## src/rtl/apb_pkg.sv

```systemverilog
`default_nettype none
// ---------------------------------------------------------------------------
// apb_pkg : shared FSM state type and transfer-error causes, rev 1.0
// ---------------------------------------------------------------------------
package apb_pkg;

    typedef enum logic [1:0] {
        ST_IDLE = 2'd0,
        ST_WAIT = 2'd1,
        ST_RESP = 2'd2
    } apb_state_e;

    localparam logic [1:0] c_cause_none    = 2'd0;
    localparam logic [1:0] c_cause_addr    = 2'd1;
    localparam logic [1:0] c_cause_timeout = 2'd2;

endpackage
`default_nettype wire

```

## src/rtl/apb_timeout_cnt.sv

```systemverilog
`default_nettype none
// ---------------------------------------------------------------------------
// apb_timeout_cnt : backend-ack wait counter with expire flag, rev 1.0
// ---------------------------------------------------------------------------
module apb_timeout_cnt #(
    parameter int TIMEOUT = 16
) (
    input  logic clk,
    input  logic rst_n,
    input  logic clear,
    input  logic enable,
    output logic expire
);

    localparam int               CNT_W  = $clog2(TIMEOUT);
    localparam logic [CNT_W-1:0] c_last = CNT_W'(TIMEOUT - 2);

    logic [CNT_W-1:0] cnt_q;
    logic [CNT_W-1:0] cnt_d;

    always_comb begin
        cnt_d = cnt_q;
        if (clear) begin
            cnt_d = '0;
        end else if (enable) begin
            cnt_d = cnt_q + CNT_W'(1);
        end
    end

    // Fires on the increment that would make the count reach TIMEOUT-1.
    assign expire = enable & ~clear & (cnt_q == c_last);

    always_ff @(posedge clk or negedge rst_n) begin
        if (!rst_n) begin
            cnt_q <= '0;
        end else begin
            cnt_q <= cnt_d;
        end
    end

endmodule
`default_nettype wire

```

## src/rtl/apb_slave_if.sv

```systemverilog
`default_nettype none
// ---------------------------------------------------------------------------
// apb_slave_if : APB slave front-end to a word-register backend, rev 1.0
// ---------------------------------------------------------------------------
module apb_slave_if
    import apb_pkg::*;
#(
    parameter int          ADDR_WIDTH   = 12,
    parameter int          DATA_WIDTH   = 32,
    parameter logic [19:0] BASE_ADDR_HI = 20'h4000_1,
    parameter int          REG_DEPTH    = 64,
    parameter int          TIMEOUT      = 16
) (
    input  logic                  clk,
    input  logic                  rst_n,
    input  logic                  psel,
    input  logic                  penable,
    input  logic                  pwrite,
    input  logic [31:0]           paddr,
    input  logic [DATA_WIDTH-1:0] pwdata,
    output logic [DATA_WIDTH-1:0] prdata,
    output logic                  pready,
    output logic                  pslverr,
    output logic [ADDR_WIDTH-1:0] reg_addr_offset,
    output logic                  reg_wr_en,
    output logic                  reg_rd_en,
    output logic [DATA_WIDTH-1:0] reg_wdata,
    input  logic [DATA_WIDTH-1:0] reg_rdata,
    input  logic                  reg_ack
);

    localparam logic [ADDR_WIDTH:0] c_offset_limit = (ADDR_WIDTH + 1)'(REG_DEPTH * 4);

    apb_state_e            state_q, state_d;
    logic                  err_q, err_d;
    logic                  write_q, write_d;
    logic [ADDR_WIDTH-1:0] offset_q, offset_d;
    logic [DATA_WIDTH-1:0] wdata_q, wdata_d;
    logic [DATA_WIDTH-1:0] prdata_q, prdata_d;

    logic [ADDR_WIDTH-1:0] w_offset;
    logic                  w_start;
    logic                  w_addr_err;
    logic                  w_cnt_clear;
    logic                  w_cnt_en;
    logic                  w_cnt_expire;
    logic [1:0]            w_cause;

    assign w_offset   = paddr[ADDR_WIDTH-1:0];
    assign w_start    = psel & penable & (state_q == ST_IDLE);
    assign w_addr_err = (paddr[31:12] != BASE_ADDR_HI) | (paddr[1:0] != 2'b00) |
                        ({1'b0, w_offset} >= c_offset_limit);

    // Strobes are combinational; gating with rst_n keeps them quiet during reset.
    assign reg_wr_en = rst_n & w_start & ~w_addr_err & pwrite;
    assign reg_rd_en = rst_n & w_start & ~w_addr_err & ~pwrite;

    assign reg_addr_offset = (state_q == ST_IDLE) ? w_offset : offset_q;
    assign reg_wdata       = (state_q == ST_IDLE) ? pwdata   : wdata_q;

    assign pready  = (state_q == ST_RESP);
    assign pslverr = pready & err_q;
    assign prdata  = prdata_q;

    assign w_cnt_clear = (state_q != ST_WAIT);
    assign w_cnt_en    = (state_q == ST_WAIT) & psel & ~reg_ack;

    apb_timeout_cnt #(
        .TIMEOUT (TIMEOUT)
    ) u_timeout_cnt (
        .clk    (clk),
        .rst_n  (rst_n),
        .clear  (w_cnt_clear),
        .enable (w_cnt_en),
        .expire (w_cnt_expire)
    );

    always_comb begin
        state_d  = state_q;
        err_d    = err_q;
        write_d  = write_q;
        offset_d = offset_q;
        wdata_d  = wdata_q;
        prdata_d = '0;
        w_cause  = c_cause_none;
        case (state_q)
            ST_IDLE: begin
                if (w_start) begin
                    if (w_addr_err) begin
                        w_cause = c_cause_addr;
                        state_d = ST_RESP;
                    end else begin
                        offset_d = w_offset;
                        wdata_d  = pwdata;
                        write_d  = pwrite;
                        if (reg_ack) begin
                            state_d = ST_RESP;
                            if (!pwrite) prdata_d = reg_rdata;
                        end else begin
                            state_d = ST_WAIT;
                        end
                    end
                end
            end
            ST_WAIT: begin
                if (!psel) begin
                    state_d = ST_IDLE;
                end else if (reg_ack) begin
                    state_d = ST_RESP;
                    if (!write_q) prdata_d = reg_rdata;
                end else if (w_cnt_expire) begin
                    w_cause = c_cause_timeout;
                    state_d = ST_RESP;
                end
            end
            ST_RESP: begin
                state_d = ST_IDLE;
                err_d   = 1'b0;
            end
            default: state_d = ST_IDLE;
        endcase
        if ((state_d == ST_RESP) && (state_q != ST_RESP)) begin
            err_d = (w_cause != c_cause_none);
        end
    end

    always_ff @(posedge clk or negedge rst_n) begin
        if (!rst_n) begin
            state_q  <= ST_IDLE;
            err_q    <= 1'b0;
            write_q  <= 1'b0;
            offset_q <= '0;
            wdata_q  <= '0;
            prdata_q <= '0;
        end else begin
            state_q  <= state_d;
            err_q    <= err_d;
            write_q  <= write_d;
            offset_q <= offset_d;
            wdata_q  <= wdata_d;
            prdata_q <= prdata_d;
        end
    end

endmodule
`default_nettype wire

```

## config.mk

```make
export PLATFORM = sky130hd
export DESIGN_NAME = apb_slave_if
export DESIGN_NICKNAME = d
export VERILOG_FILES = /design/src/rtl/apb_pkg.sv /design/src/rtl/apb_timeout_cnt.sv /design/src/rtl/apb_slave_if.sv
export SDC_FILE = /design/constraint.sdc
export NUM_CORES = 1
export LEC_CHECK = 0
export BUFFER_PORTS_ARGS = -buffer_cell sky130_fd_sc_hd__buf_2
export CORE_MARGIN = 2
export CORE_UTILIZATION = 50
export DETAILED_ROUTE_END_ITERATION = 8
export HOLD_SLACK_MARGIN = 0.15
export PLACE_DENSITY = 0.95
export SYNTH_ARGS = -nofsm -noshare
export SYNTH_HDL_FRONTEND = slang
export SYNTH_SLANG_ARGS = --single-unit
```

## constraint.sdc

```tcl
create_clock -name clk -period 3.3 [get_ports clk]
set_input_delay 0.33 -clock clk [delete_from_list [all_inputs] [get_ports clk]]
set_output_delay 0.33 -clock clk [all_outputs]
set_load 0.02 [all_outputs]
```

==> impl_results.md, run 1 <==
- Post-placement cell area: 4740 µm²
- Layout Nets: 557
- Post-Place Setup Slack: about 0.74 ns
- Final Non-Filler Cells: roughly 560
- Reg2reg setup slack: slightly below 1 ns
- Most common cell after layout, fill and taps aside: buf_2
- Max capacitance violation total: 0
- Vias per cell: 5.08
- HP Class: in -> reg
- Period utilization: about four fifths
- Endpoints failing hold: 0
- F_max: 385 MHz
- Post-synth EDFFs: 0
- Tmin final: 2.59 ns
- Clock root buffer: clkbuf_8
- Peak supply drop: 0.289 mV
- Sw Share: 26.0%
- Slew @ Worst Pin: 1.04 ns
- Status: completed
- Clock buffer depth: 2
- Setup violators final: 0
- Drt first pass iters: 4
- Synth Register Bits: 84
- Core area: just over 7000 µm²
- Drt drc: 0
- P_sw: 505 µW
- CTS Buf Count: 9
- Hold slack: 0.216 ns
- Routed WL: 8600 µm
- Ranking of synthesized cells by area: dfrtp_1 56%, mux2_2 19%, mux2_1 6.0%
- Cell taking the most area after synthesis: dfrtp_1
- R2r worst-path depth: 6
- First-pass GRT wire length: 14100 µm
- Critical Path Fanout Max: 30
- DP Cell Count: between 500 and 600
- Data required, critical path: just under 3 ns
- Pwr per Cell Area: between 300 and 400 nW/µm²
- Site Rows: 31
- Synth Cell Area: about 3800 µm²
- Synth-to-Final Area Change: 30.8%
- Sequential fraction of the synthesis area: 56.0%
- GRT Util Overall: 21.7%
- Die Y: 90.7 µm
- Commonest register cell after synthesis: dfrtp_1
- Die W: 90.7 µm
- Post-layout util: slightly below 70%
- Synth warnings: 0
- Port Buffers: 181
- Clock skew: 0.00549 ns
- Worst-Skew Late Latency: between 0.3 and 0.4 ns
- Max_slew headroom: between 30% and 40%
- # H-tree levels: 3
- GP Congestion: about 0.83
- Finished Cell Area: about 4900 µm²
- Worst Setup End Kind: primary output
- # hold bufs at CTS: 1
- Initial Utilization: approximately half
- DIE AREA: about 8200 µm²
- Pleak: between 2 and 3 nW
- Iter 0 DRT Violations: between 80 and 90
- CP arrival: around 2.3 ns
- Wire per inst: approximately 15 µm
- P_int: 1.43 mW
- CTS clk-pin slew, worst paths: roughly 0.080 ns
- Clock share of power: roughly 31%
- Fraction of layout cells with a size suffix above 1: between 50% and 60%
- Combinational share of power: between 15 and 20%
- GRT Residual Overflow: 0
- RSZ-0062 raised after global routing: no
- Fin worst setup slack: 0.705 ns
- Post-route ant nets: 0
- HPWL after DPL: 6520 µm
- Post-Route Setup TNS: 0 ns
- # diodes: 0
- Postcts setup bufs: 0
- Share of the synthesized area in the top cell type: between 50 and 60%
- Post_cts resized: 0
- Overall power: slightly below 2 mW
- CTS Sinks: between 80 and 90
- Post-Syn Area per Cell: approximately 14 µm²
- FFs w/ async S/R, synth: 100%
- TritonCTS clock tree: built
- Number of global-route vias before repair: between 3000 and 4000
- Critical path class: reg -> out
- Fin. max-slew vios: 0
- Crit start category: register
- Vias: approximately 2800
- Commonest cells after routing, fill and taps aside: 180 x buf_2, 84 x dfrtp_1, 63 x mux2_2
- Mapped Nets: about 380
- Largest net degree at the start of global routing: 52
- Post-Synthesis Cells: around 270
- Worst Hold Depth: 2
- IO Count: ~180
- Sequential fraction of design power: between 50 and 60%
- Unique masters post-synth: 37
- Initial antenna violation count: 0
worst max-delay path, stage by stage, from the launching register on:
cell and delay, ns:
dfrtp_1 0.47, nor2_4 0.14, buf_4 0.36, nand3_1 0.17, nor3_2 0.36, and3_1 0.23, buf_2 0.16
per-layer routing:
metal,vias up,track usage (%),routed length [µm]
met4,0,11.4,223
met3,19,5.76,640
li1,1334,-,-
met5,-,0,0
met1,1336,27.4,3550
met2,133,34.5,4190
layout make-up:
class                   count  area [µm²]
inverters                   2        7.51
well taps                  99         124
flip-flops and latches     84        2100
fillers                   547        2340
multi-input cells         170        1560
clock inverters             5        30.0
clock buffers              10         128
repair buffers            186         961
logic make-up after synthesis:
family	share of synthesized area [%]
AND/OR/NAND/NOR	7.10
flip-flops	56.0
multiplexers	24.9
adder cells (fa/ha/maj)	0.666
XOR/XNOR	0.700
buffers and inverters	2.80
AO/OA/AOI/OAI	7.86
flip-flops by register name (all words and copies together) (netlist names):
name / flops
state_q: 2
offset_q: 12
wdata_q: 32
u_timeout_cnt.cnt_q: 4
err_q: 1
prdata: 32
write_q: 1
synth_stat cells (all sizes together) (2+ instances only):
cell / n
nor2b: 8
nor2: 9
and3: 2
or4b: 2
nor4: 4
inv: 2
a21boi: 32
nand2b: 3
mux2: 83
clkbuf: 5
buf: 10
o21ai: 2
xor2: 2
dfrtp: 84
ha: 2
nand3: 3
nand4: 3
worst paths after layout:
path                                to         from
min reg2reg                wdata_q[18]  wdata_q[18]
max in group asynchronous   prdata[18]        rst_n
min in group asynchronous  offset_q[7]        rst_n
max                          reg_wr_en   state_q[1]
min                        wdata_q[18]   pwdata[18]
max reg2reg                wdata_q[21]   state_q[1]
power groups by stage:
stage          Combinational (mW)  Sequential, mW  Clock, mW
2_1_floorplan               0.155            1.05          0
3_3_place_gp                0.293            1.06          0
3_5_place_dp                0.299            1.06          0
4_1_cts                     0.301            1.04      0.630
5_1_grt                     0.323            1.04      0.672
6_report                    0.299            1.04      0.605
Power figures use the tool's default switching activity.
==> run 2: changes to the inputs <==
--- a/config.mk
+++ b/config.mk
@@ -7,10 +7,10 @@
 export LEC_CHECK = 0
 export BUFFER_PORTS_ARGS = -buffer_cell sky130_fd_sc_hd__buf_2
 export CORE_MARGIN = 2
-export CORE_UTILIZATION = 50
+export CORE_UTILIZATION = 46
 export DETAILED_ROUTE_END_ITERATION = 8
 export HOLD_SLACK_MARGIN = 0.15
-export PLACE_DENSITY = 0.95
+export PLACE_DENSITY = 0.89
 export SYNTH_ARGS = -nofsm -noshare
 export SYNTH_HDL_FRONTEND = slang
 export SYNTH_SLANG_ARGS = --single-unit
==> constraint.sdc (replaced) <==
create_clock -name clk -period 2.4 [get_ports clk]
set_input_delay 0.24 -clock clk [delete_from_list [all_inputs] [get_ports clk]]
set_output_delay 0.24 -clock clk [all_outputs]
set_load 0.02 [all_outputs]
==> impl_results.md, run 2 (same netlist as run 1, synthesis figures left out) <==
- HPWL after DPL: around 6700 µm
- Most common cell after layout, fill and taps aside: buf_2
- Number of global-route vias before repair: 3367
- Tmin final: ~2.3 ns
- Drt first pass iters: 4
- Layout Nets: approximately 630
- Iter 0 DRT Violations: between 80 and 90
- Synth-to-Final Area Change: 49.9%
- Pleak: about 3.0 nW
- CP delay by family, top: simple AND/OR/NAND/NOR gates
- TritonCTS clock tree: built
- CP max stage cell: or4b_4
- Max capacitance violation total: 0
- Die Y: around 94 µm
- Post-Route Setup TNS: 0 ns
- Initial Utilization: a little under 50%
- Clock skew: between 0.01 and 0.015 ns
- CTS Buf Count: 9
- Status: completed
- Endpoints failing hold: 0
- First-pass GRT wire length: ~17000 µm
- Slew @ Worst Pin: 1.10 ns
- Peak supply drop: approximately 0.38 mV
- GRT Residual Overflow: 0
- Hold slack: approximately 0.17 ns
- Port Buffers: 181
- Site Rows: 32
- Slowest stage delay, CP: 0.53 ns
- Finished Cell Area: approximately 5600 µm²
- Commonest cells after routing, fill and taps aside: 180 x buf_2, 84 x dfrtp_1, 68 x dlygate4sd3_1
- Vias per cell: 4.99
- Max_slew headroom: a little over a quarter
- Worst Setup End Kind: primary output
- Routed WL: 10900 µm
- IO Count: ~180
- Final Non-Filler Cells: ~630
- Drt drc: 0
- Crit path buf inv count: 3
- HP Class: in -> reg
- Wire per inst: about 17 µm
- Setup violators final: 0
- RSZ-0062 raised after global routing: no
- GRT Util Overall: about a quarter
- Core area: 7810 µm²
- Cell chain of the critical path: buf_2 -> or4b_4 -> or3b_4 -> nor3_2 -> buf_4 -> and3_1 -> buf_2
- Largest net degree at the start of global routing: 51
- # hold bufs at CTS: between 60 and 70
- Most frequent CP cell: buf_2
- Critical path class: in -> out
- Initial antenna violation count: 0
- Vias: between 3000 and 4000
- CTS clk-pin slew, worst paths: 0.09 ns
- Post-layout util: 72.1%
- Fin. max-slew vios: 0
- Clock buffer depth: 2
- Period utilization: 96.8%
- Worst-Skew Late Latency: around 0.34 ns
- Post-placement cell area: 4770 µm²
- Post_cts resized: 0
- DIE AREA: between 8000 and 9000 µm²
- GP Congestion: a little under 0.8
- Crit start category: input port
- F_max: around 430 MHz
- Data required, critical path: approximately 2.2 ns
- Clock root buffer: clkbuf_8
- Die W: about 94 µm
- Post-route ant nets: 0
- DP Cell Count: 544
- Critical Path Fanout Max: 7
- Postcts setup bufs: 0
- CTS Sinks: 84
- Pwr per Cell Area: around 500 nW/µm²
- Fraction of layout cells with a size suffix above 1: about 52%
- CP arrival: 2.08 ns
- # H-tree levels: 3
run 2: cell count changes in the layout (fill, tap and decap cells not counted), sizes merged:
cell | previous run | this run
diode | 0 | 1
clkinv | 3 | 2
buf | 185 | 186
inv | 2 | 3
dlygate4sd3 | 1 | 68
clkinvlp | 2 | 3
run 2: final cells by class:
type                       count  area, µm²
tap                          102        128
inverter                       2       7.51
fill                         545       2180
sequential                    84       2100
timing repair buffer         254       1650
clock inverter                 6       48.8
clock buffer                  10        128
antenna                        1       2.50
multi-input combinational    170       1560
run 2: worst paths after layout:
path	start	to	slack, ns	cells past startpoint
min in group asynchronous	rst_n	state_q[1]	0.55	3
hold reg to reg	wdata_q[28]	wdata_q[28]	0.49	1
max in group asynchronous	rst_n	prdata[18]	1.35	3
hold / removal	pwrite	write_q	0.17	2
setup reg to reg	state_q[1]	prdata[10]	0.42	3
setup / recovery	paddr[11]	reg_wr_en	0.08	7
run 2: report_power, final:
part	internal, mW	switching, mW
combinational	0.264	0.248
sequential	1.42	0.00541
clock	0.383	0.519
run 2: worst reg2reg max path: stages, from the launching register on:
cell and delay, ns:
dfrtp_1 0.47, nand3b_1 0.21, or3_1 0.82, a21boi_1 0.38
run 2: per-layer routing:
| metal | global-route usage [%] | part of all wire, % | vias to the layer above |
|---|---|---|---|
| met1 | 27.4 | 38 | 1505 |
| li1 | - | - | 1471 |
| met3 | 7.50 | 8.5 | 16 |
| met2 | 44.6 | 52 | 147 |
| met5 | 0 | 0 | - |
| met4 | 7.61 | 1.8 | 0 |
run 2: through the flow:
step	setup slack, ns	power (mW)
after floorplan	0.204	1.66
after global placement	0.111	1.86
after detailed placement	0.0131	1.87
after CTS	0.0807	2.85
after global routing	0.0240	2.98
final	0.0773	2.84
==> run 3: changes to the inputs <==
--- a/config.mk
+++ b/config.mk
@@ -7,10 +7,11 @@
 export LEC_CHECK = 0
 export BUFFER_PORTS_ARGS = -buffer_cell sky130_fd_sc_hd__buf_2
 export CORE_MARGIN = 2
-export CORE_UTILIZATION = 46
+export CORE_UTILIZATION = 48
+export CTS_BUF_LIST = sky130_fd_sc_hd__clkbuf_4
 export DETAILED_ROUTE_END_ITERATION = 8
 export HOLD_SLACK_MARGIN = 0.15
-export PLACE_DENSITY = 0.89
+export PLACE_DENSITY = 0.92
 export SYNTH_ARGS = -nofsm -noshare
 export SYNTH_HDL_FRONTEND = slang
 export SYNTH_SLANG_ARGS = --single-unit
==> impl_results.md, run 3 (same netlist as run 1, synthesis figures left out) <==
- Status: completed
- Endpoints failing hold: 0
- Slew @ Worst Pin: 1.10 ns
- RSZ-0062 raised after global routing: no
- Period utilization: a little over nine tenths
- CP max stage cell: or4b_4
- Pleak: a little over 3 nW
- Clock skew: 0.0199 ns
- Port Buffers: between 150 and 200
- Most common cell after layout, fill and taps aside: buf_2
- First-pass GRT wire length: approximately 17000 µm
- Clock buffer depth: 2
- Crit start category: input port
- Crit path buf inv count: 3
- Initial Utilization: 49.1%
- Most frequent CP cell: buf_2
- Critical path class: in -> out
- HPWL after DPL: ~6500 µm
- Post-Route Setup TNS: 0 ns
- Number of global-route vias before repair: about 3600
- Worst Setup End Kind: primary output
- Iter 0 DRT Violations: 53
- IO Count: 182
- Clock root buffer: clkbuf_4
- Drt drc: 0
- Vias: approximately 3200
- DIE AREA: between 8000 and 9000 µm²
- Pwr per Cell Area: around 510 nW/µm²
- Max_slew headroom: a little over a quarter
- GRT Residual Overflow: 0
- GP Congestion: 0.816
- Die W: a little over 90 µm
- F_max: between 400 and 500 MHz
- CTS Buf Count: 9
- Drt first pass iters: 4
- Core area: between 7000 and 8000 µm²
- Commonest cells after routing, fill and taps aside: 180 x buf_2, 84 x dfrtp_1, 73 x dlygate4sd3_1
- Hold slack: a little over 0.2 ns
- DP Cell Count: 543
- Finished Cell Area: between 5000 and 6000 µm²
- Overall power: ~2.9 mW
- Synth-to-Final Area Change: 51.4%
- Worst-Skew Late Latency: about 0.42 ns
- CTS clk-pin slew, worst paths: approximately 0.14 ns
- Wire per inst: about 17 µm
- Data required, critical path: between 2 and 2.5 ns
- GRT Util Overall: 25.4%
- Cell chain of the critical path: buf_2 -> or4b_4 -> or3b_4 -> nor3_2 -> buf_4 -> and3_1 -> buf_2
- Site Rows: 32
- # H-tree levels: 3
- Fin worst setup slack: ~0.096 ns
- Post-Place Setup Slack: -0.00284 ns
- Slowest stage delay, CP: between 0.5 and 0.6 ns
- TritonCTS clock tree: built
- Tmin final: roughly 2.3 ns
- Fraction of layout cells with a size suffix above 1: around 50%
- Largest net degree at the start of global routing: between 70 and 80
- Post-layout util: around 74%
- Die Y: ~90 µm
- Fill cells: approximately 470
- Final Non-Filler Cells: between 600 and 700
- Max capacitance violation total: 0
- HP Class: in -> async
- # diodes: 0
- Setup violators final: 0
- Post-route ant nets: 0
- CTS Sinks: 84
- CP arrival: 2.06 ns
- Critical Path Fanout Max: 4
- Post-placement cell area: roughly 4800 µm²
- Peak supply drop: between 0.3 and 0.4 mV
- CP delay by family, top: simple AND/OR/NAND/NOR gates
- Vias per cell: about 5
- Fin. max-slew vios: 0
- Routed WL: around 11000 µm
- Initial antenna violation count: 0
- Layout Nets: 632
-- run 3: report_power, final --
| part | internal [mW] | switching, mW |
|---|---|---|
| combinational | 0.273 | 0.252 |
| clock | 0.441 | 0.519 |
| sequential | 1.42 | 0.00422 |
-- run 3: cell type report --
type | instances | area (µm²) | area share [%]
clock inverters | 7 | 105 | 1.85
clock buffers | 9 | 67.6 | 1.19
repair buffers | 261 | 1720 | 30.2
well taps | 102 | 128 | 2.24
flip-flops and latches | 84 | 2100 | 37.0
multi-input cells | 170 | 1560 | 27.4
inverters | 2 | 7.51 | 0.132
-- run 3: worst paths after layout --
check,from,to,slack (ns),cells after the start
min in group clk,penable,err_q,0.30,3
min,rst_n,offset_q[6],0.21,2
max reg2reg,state_q[1],prdata[28],0.43,3
min reg2reg,wdata_q[26],wdata_q[26],0.51,1
max,paddr[11],reg_wr_en,0.1,7
max in group asynchronous,rst_n,prdata[30],1.07,3
-- run 3: what timing repair did --
item | in CTS | in global routing
hold endpoints to repair | 85 | 0
endpoints found under the setup margin | 1 | 0
setup buffers | 3 | 0
hold buffers | 73 | 0
gates resized for setup | 0 | 0
-- run 3: routing by layer --
layer,global-route usage (%),part of all wire [%],vias up,routed length (µm)
met4,9.20,2.1,0,223
met2,46.8,53,141,5590
met3,6.27,7.4,23,783
met5,0,0,-,0
li1,-,-,1495,-
met1,28.2,38,1531,4040
